**config.mk**
```make
export PLATFORM = sky130hd
export DESIGN_NAME = dealloc_unit_flat
export DESIGN_NICKNAME = d
export VERILOG_FILES = /design/src/rtl/mpu_pkg.sv /design/src/rtl/dealloc_unit_if.sv /design/src/rtl/alloc_bitmap.sv /design/src/rtl/dealloc_unit.sv /design/src/flat_wrapper.sv
export SDC_FILE = /design/constraint.sdc
export NUM_CORES = 1
export LEC_CHECK = 0
export CAP_MARGIN = 30
export CELL_PAD_IN_SITES_DETAIL_PLACEMENT = 0
export CELL_PAD_IN_SITES_GLOBAL_PLACEMENT = 1
export CORE_MARGIN = 3
export CORE_UTILIZATION = 39
export CTS_CLUSTER_SIZE = 10
export DETAILED_ROUTE_END_ITERATION = 16
export GPL_TIMING_DRIVEN = 0
export PLACE_DENSITY = 0.89
export SYNTH_ARGS = -nofsm -noshare
export SYNTH_HDL_FRONTEND = slang
export SYNTH_SLANG_ARGS = --single-unit
```
**constraint.sdc**
```tcl
create_clock -name clk -period 6.6 [get_ports clk]
set_clock_uncertainty 0.2 [all_clocks]
set_input_delay 1.32 -clock clk [delete_from_list [all_inputs] [get_ports clk]]
set_output_delay 1.32 -clock clk [all_outputs]
set_load 0.03 [all_outputs]
```
**src/rtl/mpu_pkg.sv**
```systemverilog
//------------------------------------------------------------------------------
// Module   : mpu_pkg
// Purpose  : Shared constants and types for the memory pool unit blocks.
//            This includes the block count, the id width and the state type
//            used by the deallocation FSM.
// Revision : 1.0 - initial release
//------------------------------------------------------------------------------
`default_nettype none

package mpu_pkg;

  localparam int BLOCK_COUNT      = 16;
  localparam int BLOCK_COUNT_BITS = 4;

  typedef enum logic [1:0] {
    IDLE  = 2'd0,
    CHECK = 2'd1,
    ENQ   = 2'd2
  } dealloc_state_t;

  // True when a zero-extended id addresses a real bitmap entry.
  function automatic logic id_in_range(input int unsigned id, input int unsigned blocks);
    return id < blocks;
  endfunction

endpackage

`default_nettype wire

```
**src/rtl/dealloc_unit_if.sv**
```systemverilog
//------------------------------------------------------------------------------
// Module   : dealloc_unit_if
// Purpose  : Groups the free-request handshake, the allocation mark and the
//            reservation-counter enqueue port of the deallocation unit.
//            The master side drives requests and marks; the slave side is
//            the deallocation unit itself.
// Revision : 1.0 - initial release
//------------------------------------------------------------------------------
`default_nettype none

interface dealloc_unit_if
  import mpu_pkg::*;
#(
  parameter int IDW = BLOCK_COUNT_BITS
);

  logic           free_req_valid;
  logic [IDW-1:0] free_block_id;
  logic           free_req_ready;
  logic           alloc_mark_valid;
  logic [IDW-1:0] alloc_mark_id;
  logic           rc_enqueue;
  logic [IDW-1:0] rc_freed_id;
  logic           rc_rdy;
  logic           rc_full;

  modport master (
    output free_req_valid, free_block_id, alloc_mark_valid, alloc_mark_id,
           rc_rdy, rc_full,
    input  free_req_ready, rc_enqueue, rc_freed_id
  );

  modport slave (
    input  free_req_valid, free_block_id, alloc_mark_valid, alloc_mark_id,
           rc_rdy, rc_full,
    output free_req_ready, rc_enqueue, rc_freed_id
  );

endinterface

`default_nettype wire

```
**src/rtl/alloc_bitmap.sv**
```systemverilog
//------------------------------------------------------------------------------
// Module   : alloc_bitmap
// Purpose  : Allocation bitmap (1 = allocated) with one set port, one clear
//            port and two combinational test ports. When the same entry is
//            both set and cleared in one cycle, the clear is applied first
//            and the set second, so the entry ends set. Out-of-range ids are
//            ignored on writes and test as 0.
// Revision : 1.0 - initial release
//------------------------------------------------------------------------------
`default_nettype none

module alloc_bitmap
  import mpu_pkg::*;
#(
  parameter int BLOCKS = BLOCK_COUNT,
  parameter int IDW    = BLOCK_COUNT_BITS
) (
  input  logic           clk,
  input  logic           rst,
  input  logic           set_en,
  input  logic [IDW-1:0] set_id,
  input  logic           clr_en,
  input  logic [IDW-1:0] clr_id,
  input  logic [IDW-1:0] test_a_id,
  output logic           test_a_hit,
  input  logic [IDW-1:0] test_b_id,
  output logic           test_b_hit
);

  logic [BLOCKS-1:0] bits;
  logic [BLOCKS-1:0] bits_next;

  // Next bitmap: clear applied before set.
  always_comb begin
    bits_next = bits;
    if (clr_en && id_in_range(32'(clr_id), BLOCKS))
      bits_next[clr_id] = 1'b0;
    if (set_en && id_in_range(32'(set_id), BLOCKS))
      bits_next[set_id] = 1'b1;
  end

  // Bitmap storage.
  always_ff @(posedge clk or posedge rst) begin
    if (rst) bits <= '0;
    else     bits <= bits_next;
  end

  assign test_a_hit = id_in_range(32'(test_a_id), BLOCKS) && bits[test_a_id];
  assign test_b_hit = id_in_range(32'(test_b_id), BLOCKS) && bits[test_b_id];

endmodule

`default_nettype wire

```
**src/rtl/dealloc_unit.sv**
```systemverilog
//------------------------------------------------------------------------------
// Module   : dealloc_unit
// Purpose  : Accepts free requests and validates them against the allocation
//            bitmap. Valid frees are forwarded to the reservation counter, and
//            the bitmap is kept in step with marks from the malloc unit.
//            A free takes three cycles: accept (IDLE), check (CHECK) and
//            enqueue (ENQ). ENQ waits for as long as the counter is busy.
// Config   : DEALLOC_STATS_EN - builds the saturating free/error counters;
//            when undefined, free_count and err_count read 0.
// Revision : 1.0 - initial release
//------------------------------------------------------------------------------
`default_nettype none

module dealloc_unit
  import mpu_pkg::*;
#(
  parameter int BLOCKS = BLOCK_COUNT,
  parameter int IDW    = BLOCK_COUNT_BITS
) (
  input  logic           clk,
  input  logic           rst,
  dealloc_unit_if.slave  bus,
  output logic           free_done,
  output logic           err_double_free,
  output logic           err_alloc_conflict,
  output logic [IDW:0]   alloc_count,
  output logic [15:0]    free_count,
  output logic [15:0]    err_count
);

  dealloc_state_t state;
  dealloc_state_t state_next;
  logic [IDW-1:0] held_id;
  logic           held_hit;
  logic           mark_hit;
  logic           enq_fire;
  logic           dbl_free;
  logic           mark_conflict;
  logic           set_en;

  alloc_bitmap #(
    .BLOCKS (BLOCKS),
    .IDW    (IDW)
  ) u_bitmap (
    .clk        (clk),
    .rst        (rst),
    .set_en     (set_en),
    .set_id     (bus.alloc_mark_id),
    .clr_en     (enq_fire),
    .clr_id     (held_id),
    .test_a_id  (held_id),
    .test_a_hit (held_hit),
    .test_b_id  (bus.alloc_mark_id),
    .test_b_hit (mark_hit)
  );

  // State register and latched request id.
  always_ff @(posedge clk or posedge rst) begin
    if (rst) begin
      state   <= IDLE;
      held_id <= '0;
    end else begin
      state <= state_next;
      if (state == IDLE && bus.free_req_valid)
        held_id <= bus.free_block_id;
    end
  end

  // Next-state logic with the enqueue and double-free strobes.
  always_comb begin
    state_next = state;
    enq_fire   = 1'b0;
    dbl_free   = 1'b0;
    case (state)
      IDLE: begin
        if (bus.free_req_valid) state_next = CHECK;
      end
      CHECK: begin
        if (!held_hit) begin
          dbl_free   = 1'b1;
          state_next = IDLE;
        end else begin
          state_next = ENQ;
        end
      end
      ENQ: begin
        if (bus.rc_rdy && !bus.rc_full) begin
          enq_fire   = 1'b1;
          state_next = IDLE;
        end
      end
      default: state_next = IDLE;
    endcase
  end

  // A mark on an entry that is being released this same cycle is not a
  // conflict, because the clear happens before the set.
  assign mark_conflict = bus.alloc_mark_valid && mark_hit &&
                         !(enq_fire && (held_id == bus.alloc_mark_id));
  assign set_en        = bus.alloc_mark_valid && !mark_conflict &&
                         id_in_range(32'(bus.alloc_mark_id), BLOCKS);

  assign bus.free_req_ready = (state == IDLE);
  assign bus.rc_enqueue     = enq_fire;
  assign bus.rc_freed_id    = held_id;
  assign free_done          = enq_fire;
  assign err_double_free    = dbl_free;
  assign err_alloc_conflict = mark_conflict;

  // Allocated-id count: it is clamped to the range [0, BLOCKS], and a
  // simultaneous set and clear leave it unchanged.
  always_ff @(posedge clk or posedge rst) begin
    if (rst) begin
      alloc_count <= '0;
    end else begin
      case ({set_en, enq_fire})
        2'b10: if (32'(alloc_count) < BLOCKS) alloc_count <= alloc_count + 1'b1;
        2'b01: if (alloc_count != '0)         alloc_count <= alloc_count - 1'b1;
        default: alloc_count <= alloc_count;
      endcase
    end
  end

`ifdef DEALLOC_STATS_EN
  logic [15:0] free_cnt;
  logic [15:0] err_cnt;
  logic [16:0] err_sum;

  assign err_sum = {1'b0, err_cnt} + {16'd0, dbl_free} + {16'd0, mark_conflict};

  // Saturating statistics counters.
  always_ff @(posedge clk or posedge rst) begin
    if (rst) begin
      free_cnt <= '0;
      err_cnt  <= '0;
    end else begin
      if (enq_fire && free_cnt != 16'hFFFF)
        free_cnt <= free_cnt + 16'd1;
      err_cnt <= err_sum[16] ? 16'hFFFF : err_sum[15:0];
    end
  end

  assign free_count = free_cnt;
  assign err_count  = err_cnt;
`else
  assign free_count = 16'd0;
  assign err_count  = 16'd0;
`endif

endmodule

`default_nettype wire

```
**src/flat_wrapper.sv**
```systemverilog
// flat-port wrapper written by rule: the top's interface ports become plain ports
module dealloc_unit_flat import mpu_pkg::*;
#(
  parameter int BLOCKS = BLOCK_COUNT,
  parameter int IDW    = BLOCK_COUNT_BITS
)
  (clk, rst, free_done, err_double_free, err_alloc_conflict, alloc_count, free_count, err_count, bus_free_req_valid, bus_free_block_id, bus_alloc_mark_valid, bus_alloc_mark_id, bus_rc_rdy, bus_rc_full, bus_free_req_ready, bus_rc_enqueue, bus_rc_freed_id);
  dealloc_unit_if #(.IDW(IDW)) bus_i ();
  input  logic clk;
  input  logic rst;
  output logic free_done;
  output logic err_double_free;
  output logic err_alloc_conflict;
  output logic [IDW:0] alloc_count;
  output logic [15:0] free_count;
  output logic [15:0] err_count;
  input wire logic [$bits(bus_i.free_req_valid)-1:0] bus_free_req_valid;
  input wire logic [$bits(bus_i.free_block_id)-1:0] bus_free_block_id;
  input wire logic [$bits(bus_i.alloc_mark_valid)-1:0] bus_alloc_mark_valid;
  input wire logic [$bits(bus_i.alloc_mark_id)-1:0] bus_alloc_mark_id;
  input wire logic [$bits(bus_i.rc_rdy)-1:0] bus_rc_rdy;
  input wire logic [$bits(bus_i.rc_full)-1:0] bus_rc_full;
  output wire logic [$bits(bus_i.free_req_ready)-1:0] bus_free_req_ready;
  output wire logic [$bits(bus_i.rc_enqueue)-1:0] bus_rc_enqueue;
  output wire logic [$bits(bus_i.rc_freed_id)-1:0] bus_rc_freed_id;
  assign bus_i.free_req_valid = bus_free_req_valid;
  assign bus_i.free_block_id = bus_free_block_id;
  assign bus_i.alloc_mark_valid = bus_alloc_mark_valid;
  assign bus_i.alloc_mark_id = bus_alloc_mark_id;
  assign bus_i.rc_rdy = bus_rc_rdy;
  assign bus_i.rc_full = bus_rc_full;
  assign bus_free_req_ready = bus_i.free_req_ready;
  assign bus_rc_enqueue = bus_i.rc_enqueue;
  assign bus_rc_freed_id = bus_i.rc_freed_id;
  dealloc_unit #(.BLOCKS(BLOCKS), .IDW(IDW)) u_core (.clk(clk), .rst(rst), .bus(bus_i), .free_done(free_done), .err_double_free(err_double_free), .err_alloc_conflict(err_alloc_conflict), .alloc_count(alloc_count), .free_count(free_count), .err_count(err_count));
endmodule
```
==> flow_metrics.env, run 1 <==
export IMPL_clock_power_share_pct=9.4
export IMPL_crit_type="in -> out"
export IMPL_worstPathRequired_ns=5.08
export IMPL_portBuffers=24
export IMPL_start_kind="input port"
export IMPL_synth_top_cell_area_share_pct=33.17
export IMPL_synth_seq_area_share_pct=33.17
export IMPL_intPower_mw=0.5594
export IMPL_syn_avg_cell_area_um2=10.95
export IMPL_nets=265
export IMPL_yosysUniqueCellTypes=41
export IMPL_start_util_pct=41.74
export IMPL_numCtsBuffers=3
export IMPL_ys_warn_count=0
export IMPL_via_per_inst=4.872
export IMPL_async_flop_share_pct=100.0
export IMPL_routedWlPerCell_um=13.91
export IMPL_setup_tns_ns=0
export IMPL_h_tree_depth=1
export IMPL_netlist_instances=186
export IMPL_flow_area_growth_from_synthesis_pct=25.18
export IMPL_antenna_found_initial=0
export IMPL_drive_above_1_share_pct=28.86
export IMPL_design_core_area_um2=4880
export IMPL_use_met2_pct=25.77
export IMPL_postRouteAntennaNets=0
export IMPL_post_route_util_pct=52.26
export IMPL_wirelength_um=4353
export IMPL_crit_slowest_cell="clkdlybuf4s50_1"
export IMPL_hold_violations=0
export IMPL_cpMostUsedCell="clkdlybuf4s50_1"
export IMPL_drt_pass1_iterations=4
export IMPL_fp_row_count=25
export IMPL_die_h_um=78.27
export IMPL_ys_ff_latch=27
export IMPL_path_cells="clkdlybuf4s50_1 -> buf_4 -> mux4_2 -> mux2i_4 -> mux2_2 -> nor3b_1 -> clkdlybuf4s50_1"
export IMPL_place_gp_congestion=0.8053
export IMPL_fmaxAchievable_mhz=194.1
export IMPL_dr_first_iter_drc_count=73
export IMPL_max_stage_delay_ns=0.71
export IMPL_arrival_ns=3.63
export IMPL_cp_max_fo=10
export IMPL_place_ws_ns=1.446
export IMPL_timing_critical_path_buf_inv=3
export IMPL_status="completed"
export IMPL_layout_commonest_cell="buf_4"
export IMPL_drv_slew=0
export IMPL_rsz0062_at_grt="false"
export IMPL_grt_max_degree=25
export IMPL_cts_root_buf="clkbuf_8"
export IMPL_seqPwrFrac_pct=33.2
export IMPL_fin_crit_sh_pct=78.06
export IMPL_p_leak_nw=1.114
export IMPL_synth_area_um2=2037
export IMPL_share_comb_of_total_power_pct=57.4
export IMPL_synth_top_flop_cell="dfrtp_1"
export IMPL_synth_edf_count=0
export IMPL_switchingPower_mw=0.4436
export IMPL_min_path_type="reg -> reg"
export IMPL_grt_use_met3_pct=2.294
export IMPL_cts_hold_buf=0
export IMPL_clock_path_buffers=2
export IMPL_grt_remaining_overflow=0
export IMPL_vias=1525
export IMPL_dp_hpwl_um=3443
export IMPL_ir_worst_vdd_mv=0.1869
export IMPL_cts_tree="yes"
export IMPL_final_setup_worst_slack_ns=1.448
export IMPL_pwr_density_cell_nw_per_um2=393.3
export IMPL_cap_violations=0
export IMPL_setup_viol=0
export IMPL_num_io_pins=60
export IMPL_yosys_top_cells_area="dfrtp_1 33%, buf_4 13%, mux4_2 8.8%"
export IMPL_crit_family="buffers and inverters"
export IMPL_drc=0
export IMPL_synth_top_area_cell="dfrtp_1"
export IMPL_fillCellCount=460
export IMPL_clk_latency_ns=0.28
export IMPL_busiest_layer="met2"
export IMPL_grt_pass1_vias=1468
export IMPL_grtUsageMet1_pct=16.79
export IMPL_cts_sinks=27
export IMPL_postCtsSetupBuffers=0
export IMPL_fp_dieW_um=78.27
export IMPL_setup_worst_path_end_class="primary output"
export IMPL_final_cell_mix="36 x buf_4, 32 x conb_1, 27 x dfrtp_1"
export IMPL_sw_frac_of_total_pct=44.23
export IMPL_diodes=0
export IMPL_cts_resized=0
export IMPL_dieArea_um2=6126
export IMPL_grt_use_total_pct=14.10
export IMPL_path_clk_slew_ns=0.09
export IMPL_grt_pass1_wl_um=6955
export IMPL_period_needed_ns=5.152
worst register-to-register path: cells and delay by family, from the launching register on:
kind	cells	cell delay (ns)
AOI/OAI and AO/OA	3	0.36
buffers and inverters	2	0.34
adders and majority gates	2	0.41
and+or+nand+nor	3	0.83
xor gates and xnor gates	3	0.48
DFF	1	0.39
per-stage QoR:
step                      instances  hold slack, ns  area, um2  total power, mW
after floorplan                 217          0.2717       2153           0.7430
after global placement          308          0.3083       2477           0.8936
after detailed placement        309          0.3221       2505           0.9084
after CTS                       313          0.3364       2550            1.004
after global routing            313          0.3672       2550            1.060
final                           313          0.3372       2550            1.003
Yosys cell counts, drive strengths merged, types with 2 or more instances:
master	count
ha	4
nand3	2
o41ai	4
and2	2
o21ai	21
nand2b	4
inv	5
o31ai	14
a21oi	5
nor2	2
dfrtp	27
buf	41
mux4	8
mux2	6
or3b	2
nand3b	4
nand2	5
mux2i	5
xor2	10
and3b	3
flip-flops by register name, summed over array words and instances, names as in the netlist:
signal / count
u_core.alloc_count: 5
u_core.bus.rc_freed_id: 4
u_core.state: 2
u_core.u_bitmap.bits: 16
kinds of logic after synthesis:
| family | share of synthesized area [%] |
|---|---|
| and+or+nand+nor | 10.57 |
| adders and majority gates | 2.457 |
| AOI/OAI and AO/OA | 17.57 |
| muxes | 15.85 |
| xor gates and xnor gates | 4.300 |
| DFF | 33.17 |
| buffers and inverters | 15.91 |
| other | 0.1841 |
final timing paths:
kind                       depth (start not counted)                      start  slack (ns)                  endpoint
max                                                7       bus_alloc_mark_id[3]        1.45        err_alloc_conflict
min                                                1            u_core.state[0]        0.34           u_core.state[1]
max reg2reg                                       13  u_core.bus.rc_freed_id[1]        3.47     u_core.alloc_count[4]
min reg2reg                                        1            u_core.state[0]        0.34           u_core.state[1]
max in group asynchronous                          3                        rst        4.77  u_core.u_bitmap.bits[15]
min in group asynchronous                          2                        rst        1.06     u_core.alloc_count[1]
metal layers:
layer  vias to the layer above  share of wire [%]
met4                         0                2.0
met5                         -                  0
met2                        72                 51
li1                        737                  -
met3                         8                6.5
met1                       708                 41
cell type report:
class	instances	area (um2)	area share [%]
multi-input combinational	143	1154	45.24
inverter	5	18.77	0.7360
clock buffer	4	45.04	1.766
buffer	42	305.3	11.97
sequential	27	675.6	26.50
tap	67	83.83	3.288
timing repair buffer	25	267.8	10.50
power by group through the flow:
| stage | registers, mW | logic [mW] | clock network (mW) |
|---|---|---|---|
| floorplan | 0.363 | 0.380 | 0 |
| global route | 0.344 | 0.616 | 0.0998 |
| finish | 0.333 | 0.576 | 0.0941 |
| CTS | 0.332 | 0.576 | 0.0955 |
| global placement | 0.332 | 0.562 | 0 |
| detailed placement | 0.335 | 0.573 | 0 |
(Power assumes the default switching activity.)
==> run 2: changes to the inputs <==
--- a/config.mk
+++ b/config.mk
@@ -9,11 +9,11 @@
 export CELL_PAD_IN_SITES_DETAIL_PLACEMENT = 0
 export CELL_PAD_IN_SITES_GLOBAL_PLACEMENT = 1
 export CORE_MARGIN = 3
-export CORE_UTILIZATION = 39
+export CORE_UTILIZATION = 33
 export CTS_CLUSTER_SIZE = 10
 export DETAILED_ROUTE_END_ITERATION = 16
 export GPL_TIMING_DRIVEN = 0
-export PLACE_DENSITY = 0.89
+export PLACE_DENSITY = 0.81
 export SYNTH_ARGS = -nofsm -noshare
 export SYNTH_HDL_FRONTEND = slang
 export SYNTH_SLANG_ARGS = --single-unit
==> constraint.sdc (replaced) <==
create_clock -name clk -period 4.44 [get_ports clk]
set_clock_uncertainty 0.2 [all_clocks]
set_input_delay 0.888 -clock clk [delete_from_list [all_inputs] [get_ports clk]]
set_output_delay 0.888 -clock clk [all_outputs]
set_load 0.03 [all_outputs]
==> flow_metrics.env, run 2 (synthesis results as in run 1) <==
export IMPL_status="completed"
export IMPL_postCtsSetupBuffers=0
export IMPL_holdPathEnd="u_core.state[1]"
export IMPL_fmaxAchievable_mhz=232.9
export IMPL_crit_type="in -> out"
export IMPL_crit_family="buffers and inverters"
export IMPL_layout_commonest_cell="buf_4"
export IMPL_share_comb_of_total_power_pct=57.0
export IMPL_flow_area_growth_from_synthesis_pct=25.06
export IMPL_setup_viol=0
export IMPL_fp_row_count=27
export IMPL_drc=0
export IMPL_nets=265
export IMPL_routedWlPerCell_um=13.80
export IMPL_start_kind="input port"
export IMPL_placed_area_um2=2499
export IMPL_diodes=0
export IMPL_dp_hpwl_um=3522
export IMPL_grt_remaining_overflow=0
export IMPL_slew_headroom_pct=60.48
export IMPL_clk_latency_ns=0.28
export IMPL_grt_max_degree=17
export IMPL_hold_ws_ns=0.3229
export IMPL_p_leak_nw=1.108
export IMPL_cts_hold_buf=0
export IMPL_r2r_cells=10
export IMPL_arrival_ns=3.21
export IMPL_grt_pass1_wl_um=7217
export IMPL_setup_worst_path_end_class="primary output"
export IMPL_largest_register="u_core.u_bitmap.bits"
export IMPL_dp_cells=314
export IMPL_ff2ff_setup_slack_ns=1.33
export IMPL_design_core_area_um2=5743
export IMPL_rsz0062_at_grt="false"
export IMPL_fin_cells=318
export IMPL_clock_power_share_pct=9.7
export IMPL_rr_endpoint="u_core.alloc_count[1]"
export IMPL_stdcell_area_um2=2547
export IMPL_drt_pass1_iterations=4
export IMPL_drv_slew=0
export IMPL_drive_above_1_share_pct=29.27
export IMPL_intPower_mw=0.8296
export IMPL_cts_root_buf="clkbuf_8"
export IMPL_cts_resized=0
export IMPL_switchingPower_mw=0.6585
export IMPL_cts_tree="yes"
export IMPL_sw_frac_of_total_pct=44.25
export IMPL_final_cell_mix="36 x buf_4, 32 x conb_1, 27 x dfrtp_1"
export IMPL_timing_rr_start="u_core.bus.rc_freed_id[2]"
export IMPL_die_h_um=84.57
export IMPL_timing_critical_path_buf_inv=3
export IMPL_place_gp_congestion=0.9632
export IMPL_fin_crit_sh_pct=96.70
export IMPL_max_stage_delay_ns=0.70
export IMPL_ir_worst_vdd_mv=0.3133
export IMPL_min_from="u_core.state[0]"
export IMPL_worst_pin_slew_ns=0.5922
export IMPL_wirelength_um=4388
export IMPL_grt_pass1_vias=1429
export IMPL_min_path_type="reg -> reg"
export IMPL_hold_violations=0
export IMPL_pwr_density_cell_nw_per_um2=584.2
export IMPL_vias=1501
export IMPL_cpMostUsedCell="clkdlybuf4s50_1"
export IMPL_clock_path_buffers=2
export IMPL_dieArea_um2=7151
export IMPL_worstPathRequired_ns=3.35
export IMPL_holdPathStages=1
export IMPL_period_needed_ns=4.294
export IMPL_cts_sinks=27
export IMPL_power_total_mw=1.488
export IMPL_largest_register_ffs=16
export IMPL_via_per_inst=4.720
export IMPL_cap_violations=0
export IMPL_seqPwrFrac_pct=33.3
export IMPL_grt_use_total_pct=12.45
export IMPL_dr_first_iter_drc_count=70
export IMPL_postRouteAntennaNets=0
export IMPL_crit_slowest_cell="clkdlybuf4s50_1"
export IMPL_h_tree_depth=1
export IMPL_start_util_pct=35.47
export IMPL_antenna_found_initial=0
export IMPL_setup_tns_ns=0
export IMPL_portBuffers=24
export IMPL_numCtsBuffers=3
export IMPL_path_cells="clkdlybuf4s50_1 -> buf_4 -> mux4_2 -> mux2i_4 -> mux2_2 -> nor3b_1 -> clkdlybuf4s50_1"
export IMPL_fp_dieW_um=84.57
export IMPL_path_clk_slew_ns=0.11
export IMPL_num_io_pins=60
export IMPL_cp_max_fo=10
export IMPL_cp_startpoint="bus_alloc_mark_id[3]"
-- run 2: changes by cell type in the layout (fill, tap and decap cells not counted), sizes merged --
cell / delta
clkbuf: -1
clkinvlp: +1
-- run 2: stage by stage --
step           setup slack [ns]  util (%)
2_1_floorplan            0.8852         -
3_5_place_dp             0.1019     43.51
3_3_place_gp             0.1333     43.25
4_1_cts                  0.1033     44.36
6_report                 0.1463     44.36
5_1_grt                 0.06845     44.36
-- run 2: how the worst max path moves through the flow --
stage                                  to  slack [ns]  depth (start not counted)
finish                 err_alloc_conflict        0.15                          7
global route           err_alloc_conflict        0.07                          7
CTS                    err_alloc_conflict        0.10                          7
detailed placement     err_alloc_conflict        0.10                          7
global placement       err_alloc_conflict        0.13                          7
floorplan           u_core.alloc_count[1]        0.89                         10
-- run 2: per-layer routing --
layer | GRT usage (%) | wire length (um) | up-vias
met5 | 0 | 0 | -
met4 | 3.309 | 57 | 0
met3 | 2.846 | 266 | 5
met2 | 20.71 | 2135 | 47
met1 | 16.27 | 1929 | 713
li1 | - | - | 736
-- run 2: power by group through the flow --
| stage | combinational [mW] | sequential [mW] | clock [mW] |
|---|---|---|---|
| 3_3_place_gp | 0.841 | 0.494 | 0 |
| 4_1_cts | 0.855 | 0.496 | 0.152 |
| 2_1_floorplan | 0.565 | 0.539 | 0 |
| 6_report | 0.848 | 0.496 | 0.145 |
| 3_5_place_dp | 0.851 | 0.501 | 0 |
| 5_1_grt | 0.914 | 0.517 | 0.161 |
-- run 2: worst reg2reg max path, cell delays in order (launching register included) --
cell and delay, ns:
dfrtp_1 0.36, buf_2 0.22, xor2_1 0.26, nor4_4 0.10, and2_1 0.19, o21ai_1 0.19, ha_1 0.18, buf_4 0.15
or4b_4 0.49, o31ai_4 0.30, mux2_1 0.36
-- run 2: layout make-up --
type	count	area, um2
plain buffers	42	305.3
clock buffers	3	41.29
clock inverters	1	7.507
fillers	575	3196
inverters	5	18.77
multi-input cells	143	1154
flip-flops and latches	27	675.6
well taps	72	90.09
repair buffers	25	255.2
==> run 3: changes to the inputs <==
--- a/config.mk
+++ b/config.mk
@@ -13,7 +13,7 @@
 export CTS_CLUSTER_SIZE = 10
 export DETAILED_ROUTE_END_ITERATION = 16
 export GPL_TIMING_DRIVEN = 0
-export PLACE_DENSITY = 0.81
+export PLACE_DENSITY = 0.75
 export SYNTH_ARGS = -nofsm -noshare
 export SYNTH_HDL_FRONTEND = slang
 export SYNTH_SLANG_ARGS = --single-unit
==> constraint.sdc (replaced) <==
create_clock -name clk -period 4.44 [get_ports clk]
set_clock_uncertainty 0.2 [all_clocks]
set_input_delay 0.888 -clock clk [delete_from_list [all_inputs] [get_ports clk]]
set_output_delay 0.888 -clock clk [all_outputs]
set_load 0.01 [all_outputs]
==> flow_metrics.env, run 3 (synthesis results as in run 1) <==
export IMPL_cp_startpoint="bus_alloc_mark_id[3]"
export IMPL_drc=0
export IMPL_setup_tns_ns=0
export IMPL_status="completed"
export IMPL_cts_sinks=27
export IMPL_pwr_density_cell_nw_per_um2=540.0
export IMPL_fp_dieW_um=84.57
export IMPL_dieArea_um2=7151
export IMPL_largest_register="u_core.u_bitmap.bits"
export IMPL_drt_pass1_iterations=4
export IMPL_period_needed_ns=4.176
export IMPL_slew_headroom_pct=66.44
export IMPL_start_util_pct=35.47
export IMPL_fp_row_count=27
export IMPL_grt_pass1_wl_um=7293
export IMPL_fillCellCount=548
export IMPL_cpMostUsedCell="clkdlybuf4s50_1"
export IMPL_min_path_type="reg -> reg"
export IMPL_worst_pin_slew_ns=0.5028
export IMPL_grt_use_total_pct=12.46
export IMPL_num_io_pins=60
export IMPL_ir_worst_vdd_mv=0.2152
export IMPL_start_kind="input port"
export IMPL_holdPathStages=1
export IMPL_arrival_ns=3.09
export IMPL_clock_path_buffers=2
export IMPL_hold_violations=0
export IMPL_rr_endpoint="u_core.alloc_count[1]"
export IMPL_h_tree_depth=1
export IMPL_holdPathEnd="u_core.state[1]"
export IMPL_rsz0062_at_grt="false"
export IMPL_drive_above_1_share_pct=29.27
export IMPL_diodes=0
export IMPL_drv_slew=0
export IMPL_via_per_inst=4.783
export IMPL_routedWlPerCell_um=13.94
export IMPL_path_clk_slew_ns=0.10
export IMPL_max_stage_delay_ns=0.57
export IMPL_dr_first_iter_drc_count=153
export IMPL_vias=1521
export IMPL_setup_worst_path_end_class="primary output"
export IMPL_min_from="u_core.state[0]"
export IMPL_stdcell_area_um2=2557
export IMPL_place_gp_congestion=0.8216
export IMPL_numCtsBuffers=3
export IMPL_fmaxAchievable_mhz=239.5
export IMPL_cts_tree="yes"
export IMPL_final_cell_mix="36 x buf_4, 32 x conb_1, 27 x dfrtp_1"
export IMPL_die_h_um=84.57
export IMPL_postCtsSetupBuffers=0
export IMPL_r2r_cells=10
export IMPL_clk_latency_ns=0.28
export IMPL_dp_hpwl_um=3477
export IMPL_setup_viol=0
export IMPL_nets=265
export IMPL_cts_hold_buf=0
export IMPL_design_core_area_um2=5743
export IMPL_seqCellArea_um2=675.6
export IMPL_grt_remaining_overflow=0
export IMPL_largest_register_ffs=16
export IMPL_cts_resized=0
export IMPL_p_leak_nw=1.117
export IMPL_wirelength_um=4433
export IMPL_crit_type="in -> out"
export IMPL_worstPathRequired_ns=3.35
export IMPL_timing_rr_start="u_core.bus.rc_freed_id[1]"
export IMPL_grt_max_degree=19
export IMPL_grt_pass1_vias=1487
export IMPL_portBuffers=24
export IMPL_flow_area_growth_from_synthesis_pct=25.55
export IMPL_postRouteAntennaNets=0
export IMPL_placed_area_um2=2511
export IMPL_antenna_found_initial=0
export IMPL_multi_input_area_um2=1154
export IMPL_fin_crit_sh_pct=94.06
export IMPL_cp_max_fo=10
export IMPL_path_cells="clkdlybuf4s50_1 -> buf_4 -> mux4_2 -> mux2i_4 -> mux2_2 -> nor3b_1 -> clkdlybuf4s50_1"
export IMPL_post_route_util_pct=44.53
export IMPL_cts_root_buf="clkbuf_8"
export IMPL_layout_commonest_cell="buf_4"
export IMPL_crit_slowest_cell="clkdlybuf4s50_1"
export IMPL_ff2ff_setup_slack_ns=1.37
export IMPL_cap_violations=0
run 3: cell count changes in the layout (fill, tap and decap cells not counted), sizes merged:
cell,previous run,this run
clkinv,0,1
clkinvlp,1,0
run 3: where the power goes:
| part | switching [mW] | internal, mW | total (mW) |
|---|---|---|---|
| Clock | 0.0783 | 0.0629 | 0.141 |
| Sequential | 0.131 | 0.366 | 0.496 |
| Combinational | 0.343 | 0.400 | 0.743 |
run 3: area by class of cell:
| cell class | count | area share (%) |
|---|---|---|
| clock inverters | 1 | 0.1957 |
| clock buffers | 3 | 1.614 |
| plain buffers | 42 | 11.94 |
| inverters | 5 | 0.7339 |
| multi-input cells | 143 | 45.11 |
| well taps | 72 | 3.523 |
| flip-flops and latches | 27 | 26.42 |
| repair buffers | 25 | 10.47 |
run 3: worst max-delay path by stage:
stage | to | slack (ns) | depth (start not counted)
3_3_place_gp | u_core.alloc_count[1] | 0.12 | 11
3_5_place_dp | u_core.alloc_count[1] | 0.14 | 11
5_1_grt | err_alloc_conflict | 0.17 | 7
6_report | err_alloc_conflict | 0.26 | 7
2_1_floorplan | u_core.alloc_count[1] | 0.89 | 10
4_1_cts | err_alloc_conflict | 0.23 | 7
run 3: metrics by stage:
step	setup slack [ns]	std cells	total power, mW	hold slack [ns]
CTS	0.2276	318	1.389	0.3200
finish	0.2638	318	1.381	0.3213
global route	0.1740	318	1.487	0.3686
global placement	0.1246	313	1.233	0.3088
detailed placement	0.1439	314	1.244	0.3065
floorplan	0.8861	217	0.9992	0.2717
run 3: routing by layer:
layer / up-vias / track usage (%) / part of all wire (%)
li1: 734 / - / -
met1: 733 / 15.81 / 42
met2: 52 / 21.85 / 50
met3: 2 / 3.042 / 7.2
met4: 0 / 1.871 / 0.34
met5: - / 0 / 0
run 3: critical path, delay by kind of cell:
family,cells,cell delay [ns]
buf+inv,3,1.37
mux,3,0.63
simple gates,1,0.19
